## src/rtl/console_pkg.sv

```systemverilog
// Shared constants and state encoding for the text console writer.
// Screen geometry, blank fill code and control characters live here.
package console_pkg;

    localparam int screenW = 40;
    localparam int screenH = 30;

    localparam logic [7:0] BLANK = 8'h20;

    localparam logic [7:0] BS = 8'h08;
    localparam logic [7:0] LF = 8'h0A;
    localparam logic [7:0] FF = 8'h0C;
    localparam logic [7:0] CR = 8'h0D;

    typedef enum logic [1:0] {
        IDLE,
        CLR_ROW,
        CLR_ALL
    } state_t;

endpackage

```

## src/rtl/console_cursor.sv

```systemverilog
// Cursor position counters for the text console.
// Row change wraps from the bottom row back to the top.
module console_cursor #(
    parameter int W = console_pkg::screenW,
    parameter int H = console_pkg::screenH
) (
    input  logic       px_clk,
    input  logic       reset,
    input  logic       advance,
    input  logic       newline,
    input  logic       home,
    input  logic       cr,
    input  logic       bs,
    output logic [5:0] x,
    output logic [4:0] y,
    output logic       at_eol
);

    assign at_eol = (x == 6'(W - 1));

    // Step the cursor; home wins, and advancing past the last column starts a new row.
    always_ff @(posedge px_clk or posedge reset) begin
        if (reset) begin
            x <= '0;
            y <= '0;
        end else if (home) begin
            x <= '0;
            y <= '0;
        end else if (newline || (advance && at_eol)) begin
            x <= '0;
            y <= (y == 5'(H - 1)) ? '0 : y + 5'd1;
        end else if (advance) begin
            x <= x + 6'd1;
        end else if (cr) begin
            x <= '0;
        end else if (bs && (x != '0)) begin
            x <= x - 6'd1;
        end
    end

endmodule

```

## src/rtl/console_writer.sv

```systemverilog
// Character stream to video RAM writer with row and screen clearing.
// Owns the control FSM, the clear counter and the registered VRAM port.
module console_writer #(
    parameter int         screenW = console_pkg::screenW,
    parameter int         screenH = console_pkg::screenH,
    parameter logic [7:0] BLANK   = console_pkg::BLANK
) (
    input  logic        px_clk,
    input  logic        reset,
    input  logic [7:0]  char_i,
    input  logic        char_valid_i,
    output logic        char_ready_o,
    output logic [10:0] addr_vram,
    output logic [7:0]  data_vram,
    output logic        we_vram,
    output logic [5:0]  cursor_x,
    output logic [4:0]  cursor_y
);

    import console_pkg::*;

    localparam logic [7:0]  PRINT_MIN = 8'h20;
    localparam logic [10:0] ROW_LEN   = 11'(screenW);
    localparam logic [10:0] SCR_LEN   = 11'(screenW * screenH);

    state_t      state_q, state_n;
    logic [10:0] cnt_q, cnt_n;
    logic [10:0] addr_n;
    logic [7:0]  data_n;
    logic        we_n;
    logic        ready_n;
    logic        adv, nl, home, cr, bs;
    logic        at_eol;

    function automatic logic [10:0] vaddr(input logic [4:0] y, input logic [5:0] x);
        return 11'(y) * ROW_LEN + 11'(x);
    endfunction

    console_cursor #(
        .W (screenW),
        .H (screenH)
    ) u_cursor (
        .px_clk  (px_clk),
        .reset   (reset),
        .advance (adv),
        .newline (nl),
        .home    (home),
        .cr      (cr),
        .bs      (bs),
        .x       (cursor_x),
        .y       (cursor_y),
        .at_eol  (at_eol)
    );

    // Decode accepted characters and sequence the blank-fill sweeps.
    always_comb begin
        state_n = state_q;
        cnt_n   = cnt_q;
        we_n    = 1'b0;
        addr_n  = addr_vram;
        data_n  = data_vram;
        adv     = 1'b0;
        nl      = 1'b0;
        home    = 1'b0;
        cr      = 1'b0;
        bs      = 1'b0;
        unique case (state_q)
            IDLE: begin
                if (char_valid_i && char_ready_o) begin
                    unique case (1'b1)
                        (char_i >= PRINT_MIN): begin
                            we_n   = 1'b1;
                            addr_n = vaddr(cursor_y, cursor_x);
                            data_n = char_i;
                            adv    = 1'b1;
                            if (at_eol) begin
                                state_n = CLR_ROW;
                                cnt_n   = '0;
                            end
                        end
                        (char_i == LF): begin
                            nl      = 1'b1;
                            state_n = CLR_ROW;
                            cnt_n   = '0;
                        end
                        (char_i == CR): begin
                            cr = 1'b1;
                        end
                        (char_i == BS): begin
                            if (cursor_x != '0) begin
                                bs     = 1'b1;
                                we_n   = 1'b1;
                                addr_n = vaddr(cursor_y, cursor_x - 6'd1);
                                data_n = BLANK;
                            end
                        end
                        (char_i == FF): begin
                            home    = 1'b1;
                            state_n = CLR_ALL;
                            cnt_n   = '0;
                        end
                        default: begin
                        end
                    endcase
                end
            end
            CLR_ROW: begin
                if (cnt_q == ROW_LEN) begin
                    state_n = IDLE;
                end else begin
                    we_n   = 1'b1;
                    addr_n = vaddr(cursor_y, 6'd0) + cnt_q;
                    data_n = BLANK;
                    cnt_n  = cnt_q + 11'd1;
                end
            end
            CLR_ALL: begin
                if (cnt_q == SCR_LEN) begin
                    state_n = IDLE;
                end else begin
                    we_n   = 1'b1;
                    addr_n = cnt_q;
                    data_n = BLANK;
                    cnt_n  = cnt_q + 11'd1;
                end
            end
            default: begin
                state_n = IDLE;
            end
        endcase
        ready_n = (state_n == IDLE);
    end

    // Register state, counter and every output; reset starts a full-screen clear.
    always_ff @(posedge px_clk or posedge reset) begin
        if (reset) begin
            state_q      <= CLR_ALL;
            cnt_q        <= '0;
            we_vram      <= 1'b0;
            addr_vram    <= '0;
            data_vram    <= BLANK;
            char_ready_o <= 1'b0;
        end else begin
            state_q      <= state_n;
            cnt_q        <= cnt_n;
            we_vram      <= we_n;
            addr_vram    <= addr_n;
            data_vram    <= data_n;
            char_ready_o <= ready_n;
        end
    end

endmodule

```

## config.mk

```make
export PLATFORM = sky130hd
export DESIGN_NAME = console_writer
export DESIGN_NICKNAME = d
export VERILOG_FILES = /design/src/rtl/console_pkg.sv /design/src/rtl/console_cursor.sv /design/src/rtl/console_writer.sv
export SDC_FILE = /design/constraint.sdc
export NUM_CORES = 1
export LEC_CHECK = 0
export BUFFER_PORTS_ARGS = -buffer_cell sky130_fd_sc_hd__buf_4
export CORE_ASPECT_RATIO = 0.7
export CORE_MARGIN = 2
export CORE_UTILIZATION = 55
export CTS_CLUSTER_SIZE = 20
export DETAILED_ROUTE_END_ITERATION = 7
export HOLD_SLACK_MARGIN = 0.15
export PLACE_DENSITY = 0.88
export REMOVE_ABC_BUFFERS = 1
export SYNTH_ARGS = -nofsm -noshare
export SYNTH_HDL_FRONTEND = slang
export SYNTH_SLANG_ARGS = --single-unit
```

## constraint.sdc

```tcl
create_clock -name px_clk -period 3.3 [get_ports px_clk]
set_input_delay 0.66 -clock px_clk [delete_from_list [all_inputs] [get_ports px_clk]]
set_output_delay 0.66 -clock px_clk [all_outputs]
set_load 0.005 [all_outputs]
```

# Word level (Yosys, flattened, before mapping)
# Index checks and enable logic that the tools add are counted.
[totals] in_bits=11 output_inout_bits=32 ff_bits=45 wordCells=100
[classes] magnitude_cmp=1 n_reduce_logical=13 muxes=53 n_mul=1 n_addsub=7 n_eq_ne=17
[ops] op="two-way mux 11 bit" n=8
[ops] op="case mux 11 bit (3 select lines)" n=2
[ops] op="case mux 11 bit (2 select lines)" n=2
[ops] op="== test 8 x 4 -> 1 bit, second input constant" n=4
[ops] op="two-way mux 8 bit" n=4
[ops] op="two-way mux 6 bit" n=5
[ops] op="case mux 8 bit (3 select lines)" n=1
[ops] op="adder 11 x 6 -> 11 bit" n=2
[ops] op="two-way mux 1 bit" n=19
[ops] op="case mux 8 bit (2 select lines)" n=1
[ops] op="two-way mux 5 bit" n=3
[ops] op="case mux 2 bit (3 select lines)" n=2
[ops] op="AND reduction 6 bit" n=2
[ops] op="adder 11 x 1 -> 11 bit, second input constant" n=1
[ops] op="adder 11 bit" n=1
[ops] op="== test 11 bit, second input constant" n=1
[ops] op="== test 11 x 6 -> 1 bit, second input constant" n=1
[ops] op="inequality test 3 bit, second input constant" n=3
[ops] op=">= comparator 8 x 6 -> 1 bit, second input constant" n=1
[ops] op="multiplier 5 x 3 -> 8 bit, second input constant" n=1
[ops] op="two-way mux 2 bit" n=4
[ops] op="adder 6 x 1 -> 6 bit, second input constant" n=1
[ops] op="== test 6 bit, second input constant" n=1
[ops] op="inequality test 2 bit, second input constant" n=3
[ops] op="16 further kinds" n=19

# Depth between registers and ports, before layout
# Gate-level depths: netlist of run 1.
[depth] word_depth=11 ltp_mapped=14

# By module
# A second synthesis of run 1 with hierarchy kept.
[unflattened] cells_unflattened=398 area_unflattened_um2=3567.2
[by_module_without_submodules] module="console_writer" area_each_um2=2726.4 cells_each=305 instances=1 seq_area_each_um2=853.3
[by_module_without_submodules] module="console_cursor" area_each_um2=840.8 cells_each=93 instances=1 seq_area_each_um2=275.3

# Least setup slack after synthesis of run 1
# Ideal clock, no wire load.
[synth_path] path_kind="in2reg" from="in char_i[5]" to="reg addr_vram[10]" arrival_ns=3.206 path_stages=12 slack_ns=-0.030 required_ns=3.176 setup_time_ns=0.124 n_path_buf=0 path_cell_list="or3_4 > nor4_4 > nand2_1 > xor2_1 > o21ai_0 > ha_1 > a211oi_1 > nor3_1 > a211oi_1 > xnor2_1 > a22oi_1 > a21oi_2"
[synth_between] elab_chain_cells=4 elab_cells_between_ends=8 classes_between="order compare: 1; eq/ne: 3; mux: 3; reduce/logical: 1"
[synth_lines] element="start: declaration" line="console_writer.sv:10" rtl="input logic [7:0] char_i,"
[synth_lines] element=">= comparator 8 x 6 -> 1 bit / == test 8 x 4 -> 1 bit (equally long branches)" line="console_writer.sv:71, console_writer.sv:89"
[synth_lines] element="case mux 11 bit (2 select lines)" line="console_writer.sv:70" rtl="unique case (1'b1)"
[synth_lines] element="two-way mux 11 bit" line="console_writer.sv:69" rtl="if (char_valid_i && char_ready_o) begin"
[synth_lines] element="case mux 11 bit (3 select lines)" line="console_writer.sv:67" rtl="unique case (state_q)"
[synth_lines] element="end signal: assignment" line="console_writer.sv:147" rtl="addr_vram <= addr_n;"
[synth_lines] element="end: declaration" line="console_writer.sv:13" rtl="output logic [10:0] addr_vram,"
# Several ways; a longest one is shown, not always the timed one. The select of a mux whose other input is x is not followed.
# A chain may end at the register's enable or synchronous reset.

# Final worst setup path of run 1
[layout_path] from="in char_i[0]" to="reg addr_vram[9]"
# Same word-level chain as after synthesis.

==> results of run 1 <==
Yosys cell counts (7+ instances only):
library cell / instances
sky130_fd_sc_hd__ha_1: 24
sky130_fd_sc_hd__nand2_1: 40
sky130_fd_sc_hd__dfrtp_1: 43
sky130_fd_sc_hd__o21ai_0: 27
sky130_fd_sc_hd__clkbuf_1: 8
sky130_fd_sc_hd__xnor2_1: 10
sky130_fd_sc_hd__nor3_1: 13
sky130_fd_sc_hd__a21oi_1: 23
sky130_fd_sc_hd__nor2_1: 27
sky130_fd_sc_hd__inv_1: 26
sky130_fd_sc_hd__nand3_1: 15
sky130_fd_sc_hd__and2_1: 7
sky130_fd_sc_hd__xor2_1: 7
routing by layer:
layer / wire length [µm] / GRT usage [%]
met1: 3680 / 36.6
met2: 3670 / 43.1
met3: 477 / 4.57
met4: 139 / 8.39
met5: 0 / 0
worst paths after layout:
path | from | end | cells past startpoint
min reg2reg | data_vram[7] | data_vram[7] | 1
max in group asynchronous | reset | u_cursor.x[3] | 2
min | data_vram[7] | data_vram[7] | 1
max reg2reg | u_cursor.y[3] | addr_vram[10] | 12
min in group asynchronous | reset | char_ready_o | 2
max | char_i[0] | addr_vram[9] | 13
layout make-up:
class | count | area (µm²) | area share [%]
multi-input cells | 293 | 2000 | 51.6
flip-flops and latches | 45 | 1130 | 29.2
repair buffers | 62 | 465 | 12.0
inverters | 26 | 97.6 | 2.52
well taps | 75 | 93.8 | 2.42
clock buffers | 5 | 68.8 | 1.78
clock inverters | 3 | 17.5 | 0.452
sequential cells by signal (all words and copies together), names as in the netlist:
name          cells
addr_vram        11
cnt_q            11
data_vram         8
u_cursor.x        6
u_cursor.y        5
state_q           2
char_ready_o      1
we_vram           1
power breakdown:
part / switching [µW] / leakage [µW] / internal [µW]
Sequential: 0 / 0.000545 / 551
Combinational: 22.8 / 0.00120 / 17.1
Clock: 204 / 0.0000439 / 147
repair_timing:
action | CTS | global route
endpoints found under the setup margin | 0 | 4
hold buffers | 0 | 0
gates resized for setup | 0 | 10
stage by stage:
step           util [%]  power (µW)  setup WS [ps]  hold WS, ps
6_report           67.6         942            182          502
5_1_grt            67.6         970           6.69          528
4_1_cts            67.2         947           40.0          503
3_5_place_dp       65.7         602           -283          480
3_3_place_gp       65.7         601           -121          477
2_1_floorplan         -         576           -325          483
kinds of logic (layout without fill, tap and decap cells):
family                   count (synthesis)  after routing  synth area share (%)
XOR/XNOR                                17             17                  4.56
flip-flops                              45             45                  34.5
adder cells (fa/ha/maj)                 26             26                  10.4
AO/OA/AOI/OAI                           99             99                  19.4
AND/OR/NAND/NOR                        150            150                  25.3
multiplexers                             1              1                 0.345
buffers and inverters                   42             96                  5.51
critical path, stage by stage:
cell	delay, ps
sky130_fd_sc_hd__buf_4	110
sky130_fd_sc_hd__or3b_4	400
sky130_fd_sc_hd__nor4_4	350
sky130_fd_sc_hd__nand3_1	160
sky130_fd_sc_hd__xor2_1	170
sky130_fd_sc_hd__o21ai_0	160
sky130_fd_sc_hd__ha_1	290
sky130_fd_sc_hd__nor2b_2	170
sky130_fd_sc_hd__nor3_1	220
sky130_fd_sc_hd__o21bai_1	110
sky130_fd_sc_hd__a21oi_1	190
sky130_fd_sc_hd__xor2_1	160
sky130_fd_sc_hd__o221ai_1	140
==> run summary, run 1 <==
The run finished with clean final reports. Counting along the longest clock path gives a buffer depth of 2. Synthesis instantiated 54 different standard cells from the library. VDD sags by at most 206 µV. Counting tap cells, the placed design contains a total of 501 instances.

From synthesis to final layout, the design area changed by 18.5%. The post-detailed-route DRC marker count was 0; the yosys synthesis warning count was 0. The overall global routing resource usage is 26.5%. Count of flip-flops with a built-in enable after synthesis: 0. Sorting the synthesized cells by area gives the leading types as sky130_fd_sc_hd__dfrtp_1, sky130_fd_sc_hd__ha_1, sky130_fd_sc_hd__nand2_1, sky130_fd_sc_hd__o21ai_0, sky130_fd_sc_hd__a21oi_1.

The post-synthesis async set-or-reset flop share was 100%. The tightest min-delay check is of the reg2reg type. The maximum achievable frequency came out at 321 MHz. The flop and latch count out of synthesis was 45. The commonest non-fill, non-tap cell in the layout is sky130_fd_sc_hd__buf_4. Of the synthesized area, sequential elements account for 34.5%. The number of endpoints with negative hold slack in the final report was 0; the largest net degree at the start of global routing was 46. In this run the power density over the cells is 243 mW/mm².

The largest total area in the synthesized netlist belongs to sky130_fd_sc_hd__dfrtp_1. The width of the die was 96.1 µm; the slew at the pin closest to its max-slew limit was 979 ps. The number of slew-limit violations in the final report came out at 0.

The worst setup path is launched from an input port. The overall via count from detail_route came out at 2,996. The count of nets left with antenna violations once routing finished came out at 0.

In this run the core area contains 23 standard-cell rows. The analysis attributes to cell leakage a power of 0.00179 µW. The initial utilization of the core area, before any placement, comes to 57.1%. The tools report the number of antenna repair diodes as 0.

Library cell used as clock root buffer: sky130_fd_sc_hd__clkbuf_8. The number of buffers created by CTS is 5, and the number of nets in the finished design is 470. The initial DRC count is 246, and the HPWL reported at the end of detailed placement is 5950 µm. Cells with a size suffix above 1 make up 21.4% of the layout.

For the worst-case headroom to the max-slew limit, the log shows 34.6%. Across the run, the number of max-cap violations was 0. The logs give 0 for the initial antenna violation count and 45 for the clock sink count.

TritonCTS built the clock tree. The run gives 2,822 as the number of global-route vias before repair. The library cells used most frequently in the layout, excluding fill and tap cells, are sky130_fd_sc_hd__buf_4, sky130_fd_sc_hd__dfrtp_1, sky130_fd_sc_hd__nand2_1. Detail-routed net length per standard cell: 15.6 µm. The later pin in the worst-skew pair is clocked with a latency of 310 ps. Buffers added to address setup during post-CTS repair amount to 0. The logs give 509 for the non-filler instance count after layout and 5 for the first-pass iteration count of the detailed router. At the end of routability-driven placement, the weighted congestion stood at 0.934.

The placed instances occupy a cell area of 0.00376 mm². The floorplan step defined a core boundary enclosing 0.00573 mm². The number of buffers inserted by port buffering works out to 42.

Setup repair after global routing left no endpoint under its margin. The final period demand of the worst path came out at 3120 ps. Summed over all failing endpoints, the final setup total negative slack is 0 ps.

The total global routing overflow is 0, and the area of the die is 0.00658 mm². The area of the mapped netlist was 0.00327 mm². The logs give 7960 µm for the total wirelength of the detailed-routed design and 12.6 ps for the worst setup skew after layout. The setup-violating endpoint count in the final report is 0, and the die span in y is 68.5 µm. After routing the design area is 0.00387 mm². After layout, the worst path uses 94.5% of the clock period. The most used flip-flop cell after synthesis is sky130_fd_sc_hd__dfrtp_1.

Data on the critical path arrives at its endpoint at 3300 ps. The I/O pin count is 43, and the post-CTS clock slew at the launch and capture registers of the worst setup and hold paths is 90 ps. At the worst endpoint, the required time is 3480 ps. After filler insertion, the fill cell instance count of the layout stands at 438. The average cell area after synthesis came out at 8.60 µm². Dividing the detail-routed via count by the number of cells gives 5.89. The internal reg-to-reg setup slack is 290 ps. The number of standard cells after synthesis came out at 380. The share of the synthesized area in the top cell type is 32.9%, and the H-tree depth is 2.

The category of the most critical setup path is in2reg. Element type at the critical path end: a register. For the first-pass GRT wire length, the log shows 13,500 µm. The worst-path maximum fanout was 4.
Note: power is estimated with default switching activity, not from simulation.
==> inputs of run 2 (changes only) <==
- CAP_MARGIN: default -> 20
- CORE_UTILIZATION: 55 -> 49
- PLACE_DENSITY: 0.88 -> 0.8
==> run 2 against run 1 <==
  * First-iteration DRC count increased by 0.81%
  * Critical path depth unchanged
  * Global-route usage is 3.3 points lower
  * Flip-flop and latch count unchanged
  * Cell count grew 3.9%
  * Clock skew down 2.6 ps
  * Sequential power hardly changed
  * Clock-buffer cell count up 1
  * Die area is 12% higher
  * Final area is 1.5% higher
  * Non-clock buffer count up 4
  * Via count decreased by 0.73%
==> run summary, run 2 (synthesis results as in run 1) <==
The data arrival time at the worst-slack endpoint is 3350 ps (+50 ps), and the number of buffers inserted by port buffering is 42 (unchanged). The initial DRC count was 248 (+0.81%). The number of global-route vias before repair was 2,835 (+0.46%). The logs give 0 (unchanged) for the number of antenna repair diodes and 45 (unchanged) for the clock sink count. The I/O pin count is 43 (unchanged). The library cells used most frequently in the layout, excluding fill and tap cells, are sky130_fd_sc_hd__buf_4, sky130_fd_sc_hd__dfrtp_1, sky130_fd_sc_hd__nand2_1. The die span in y was 72.3 µm (+5.6%). The final period demand of the worst path is 3110 ps (-12.4 ps). The area of the die was 0.00735 mm² (+12%).

For the initial standard-cell utilization of the core, the log shows 51.6% (-5.5 points). For the overall global routing resource usage, the log shows 23.2% (-3.3 points). The tools report the HPWL reported at the end of detailed placement as 6020 µm (+1.2%). The width of the die came out at 102 µm (+5.7%). The tools report the filler cell count as 559 (+28%).

The path category of the worst min-delay check is in2async. For the max-cap check violation count, the log shows 0 (unchanged). The run gives 0.00182 µW (+1.6%) as the leakage power. The slew at the pin closest to its max-slew limit works out to 496 ps (-483 ps). For the placer congestion estimate, the log shows 0.939 (+0.48%).

The tools report the first-pass GRT wire length as 13,700 µm (+1.5%). The post-route fraction of the period consumed by the critical path was 94.1% (-0.37 points). Setup repair after global routing left no endpoint under its margin.

The worst setup path is captured at a register. Total global routing overflow: 0 (unchanged). The largest registers in the layout are addr_vram x11, cnt_q x11, data_vram x8. The overall via count from detail_route is 2,974 (-0.73%). The post-CTS clock slew at the launch and capture registers of the worst setup and hold paths was 90 ps (about the same); the worst path required time was 3540 ps (+60 ps). The worst-path maximum fanout came out at 4 (unchanged).

The post-detailed-route via-to-cell ratio is 5.62 (-4.5%), and the total cell area at the placement stage is 0.00380 mm² (+1.1%). Number of endpoints with negative hold slack in the final report: 0 (unchanged). The run gives 9.92 ps (-2.65 ps) as the worst setup skew after layout.

STA classifies the critical path startpoint as an input port. The setup-violating endpoint count in the final report is 0 (unchanged). The run gives 0 (unchanged) as the initial antenna violation count. The largest net degree at the start of global routing is 46 (unchanged). The worst-case headroom to the max-slew limit came out at 66.7% (+32 points). The core box area is 0.00634 mm² (+11%), and the worst path setup slack after routing is 195 ps (+12.4 ps).

The commonest non-fill, non-tap cell in the layout is sky130_fd_sc_hd__buf_4. The number of nets in the finished design is 474 (+0.85%). Layout overhead on the synthesized area: 20.3%. The share of post-route cells with drive strength above 1 works out to 21.7% (+0.26 points). Maximum achievable frequency: 322 MHz (+0.40%). The number of cells on the worst reg-to-reg path is 12 (unchanged).

For the H-tree depth, the log shows 2 (unchanged). TritonCTS built the clock tree. Library cell used as clock root buffer: sky130_fd_sc_hd__clkbuf_8.

The flow ran to the end, and the final reports show no timing, DRC or antenna violations. The pre-CTS worst setup slack was -288 ps (-5.33 ps). The logs give 5 (unchanged) for the number of buffers created by CTS and 300 ps (about the same) for the clock latency at the later pin of the worst-skew pair.

The number of slew-limit violations in the final report was 0 (unchanged); the peak supply drop was 192 µV (-7.1%). The tools report the number of setup buffers added after CTS as 0 (unchanged). The total wirelength of the detailed-routed design came out at 8080 µm (+1.5%). Category of the most critical setup path: in2reg. The detail-routed net length per standard cell came out at 15.3 µm (-2.4%). The run gives 24 (+4.3%) as the number of core rows.

The tools report the clock tree buffer depth as 2 (unchanged). The design area was 0.00393 mm² (+1.5%). The power per unit of standard cell area was 239 mW/mm² (-1.6%); the remaining antenna violation count after routing was 0 (unchanged). For the first-pass iteration count of the detailed router, the log shows 4 (-1). The post-detailed-route DRC marker count was 0 (unchanged).
-- run 2: what timing repair did --
item,CTS,global route
setup endpoints to repair,0,4
resized for setup,0,11
hold buffers,0,0
-- run 2: per-layer routing --
| metal | wire length [µm] | GRT usage, % | share of wire (%) | up-vias |
|---|---|---|---|---|
| met5 | 0 | 0 | 0 | - |
| met4 | 59 | 3.45 | 0.73 | 0 |
| met1 | 3830 | 33.0 | 47 | 1407 |
| met2 | 3700 | 37.1 | 46 | 89 |
| met3 | 494 | 5.30 | 6.1 | 8 |
| li1 | - | - | - | 1470 |
-- run 2: worst paths after layout --
kind / start / slack, ps / to
worst min-delay path: reset / 210 / addr_vram[0]
worst max-delay path: char_i[0] / 190 / addr_vram[10]
min in group px_clk: data_vram[7] / 510 / data_vram[7]
worst min register to register: data_vram[7] / 510 / data_vram[7]
worst max register to register: u_cursor.y[3] / 250 / addr_vram[10]
max in group asynchronous: reset / 2610 / state_q[1]
-- run 2: area by class of cell --
class | count | area, µm² | share of cell area (%)
multi-input cells | 293 | 2000 | 50.9
flip-flops and latches | 45 | 1130 | 28.7
repair buffers | 66 | 508 | 12.9
well taps | 91 | 114 | 2.90
inverters | 26 | 97.6 | 2.48
clock buffers | 6 | 72.6 | 1.85
clock inverters | 2 | 10.0 | 0.255
-- run 2: power by group --
part           internal, µW  switching (µW)  total (µW)
clock                   147             199         347
combinational          19.6            23.9        43.5
sequential              551               0         551
total                   718             223         941
-- run 2: stage by stage --
step | instances | hold WS (ps) | setup TNS [ps] | utilization, % | power [µW]
final | 529 | 213 | 0 | 62.0 | 941
after global routing | 529 | 199 | 0 | 62.0 | 973
after CTS | 528 | 511 | 0 | 61.3 | 941
after detailed placement | 520 | 488 | -802 | 60.0 | 603
after global placement | 520 | 477 | -362 | 60.0 | 601
after floorplan | 364 | 483 | -3240 | - | 576
-- run 2: critical path, cell delays in order --
cell and delay (ps):
sky130_fd_sc_hd__buf_4 110, sky130_fd_sc_hd__or3b_4 410, sky130_fd_sc_hd__nor4_4 340, sky130_fd_sc_hd__nand2_1 130
sky130_fd_sc_hd__xor2_1 150, sky130_fd_sc_hd__o21ai_1 200, sky130_fd_sc_hd__ha_1 290, sky130_fd_sc_hd__a211oi_2 270
sky130_fd_sc_hd__nor3_1 90, sky130_fd_sc_hd__a211oi_1 230, sky130_fd_sc_hd__xnor2_1 180, sky130_fd_sc_hd__a22oi_2 120
sky130_fd_sc_hd__a21oi_2 150
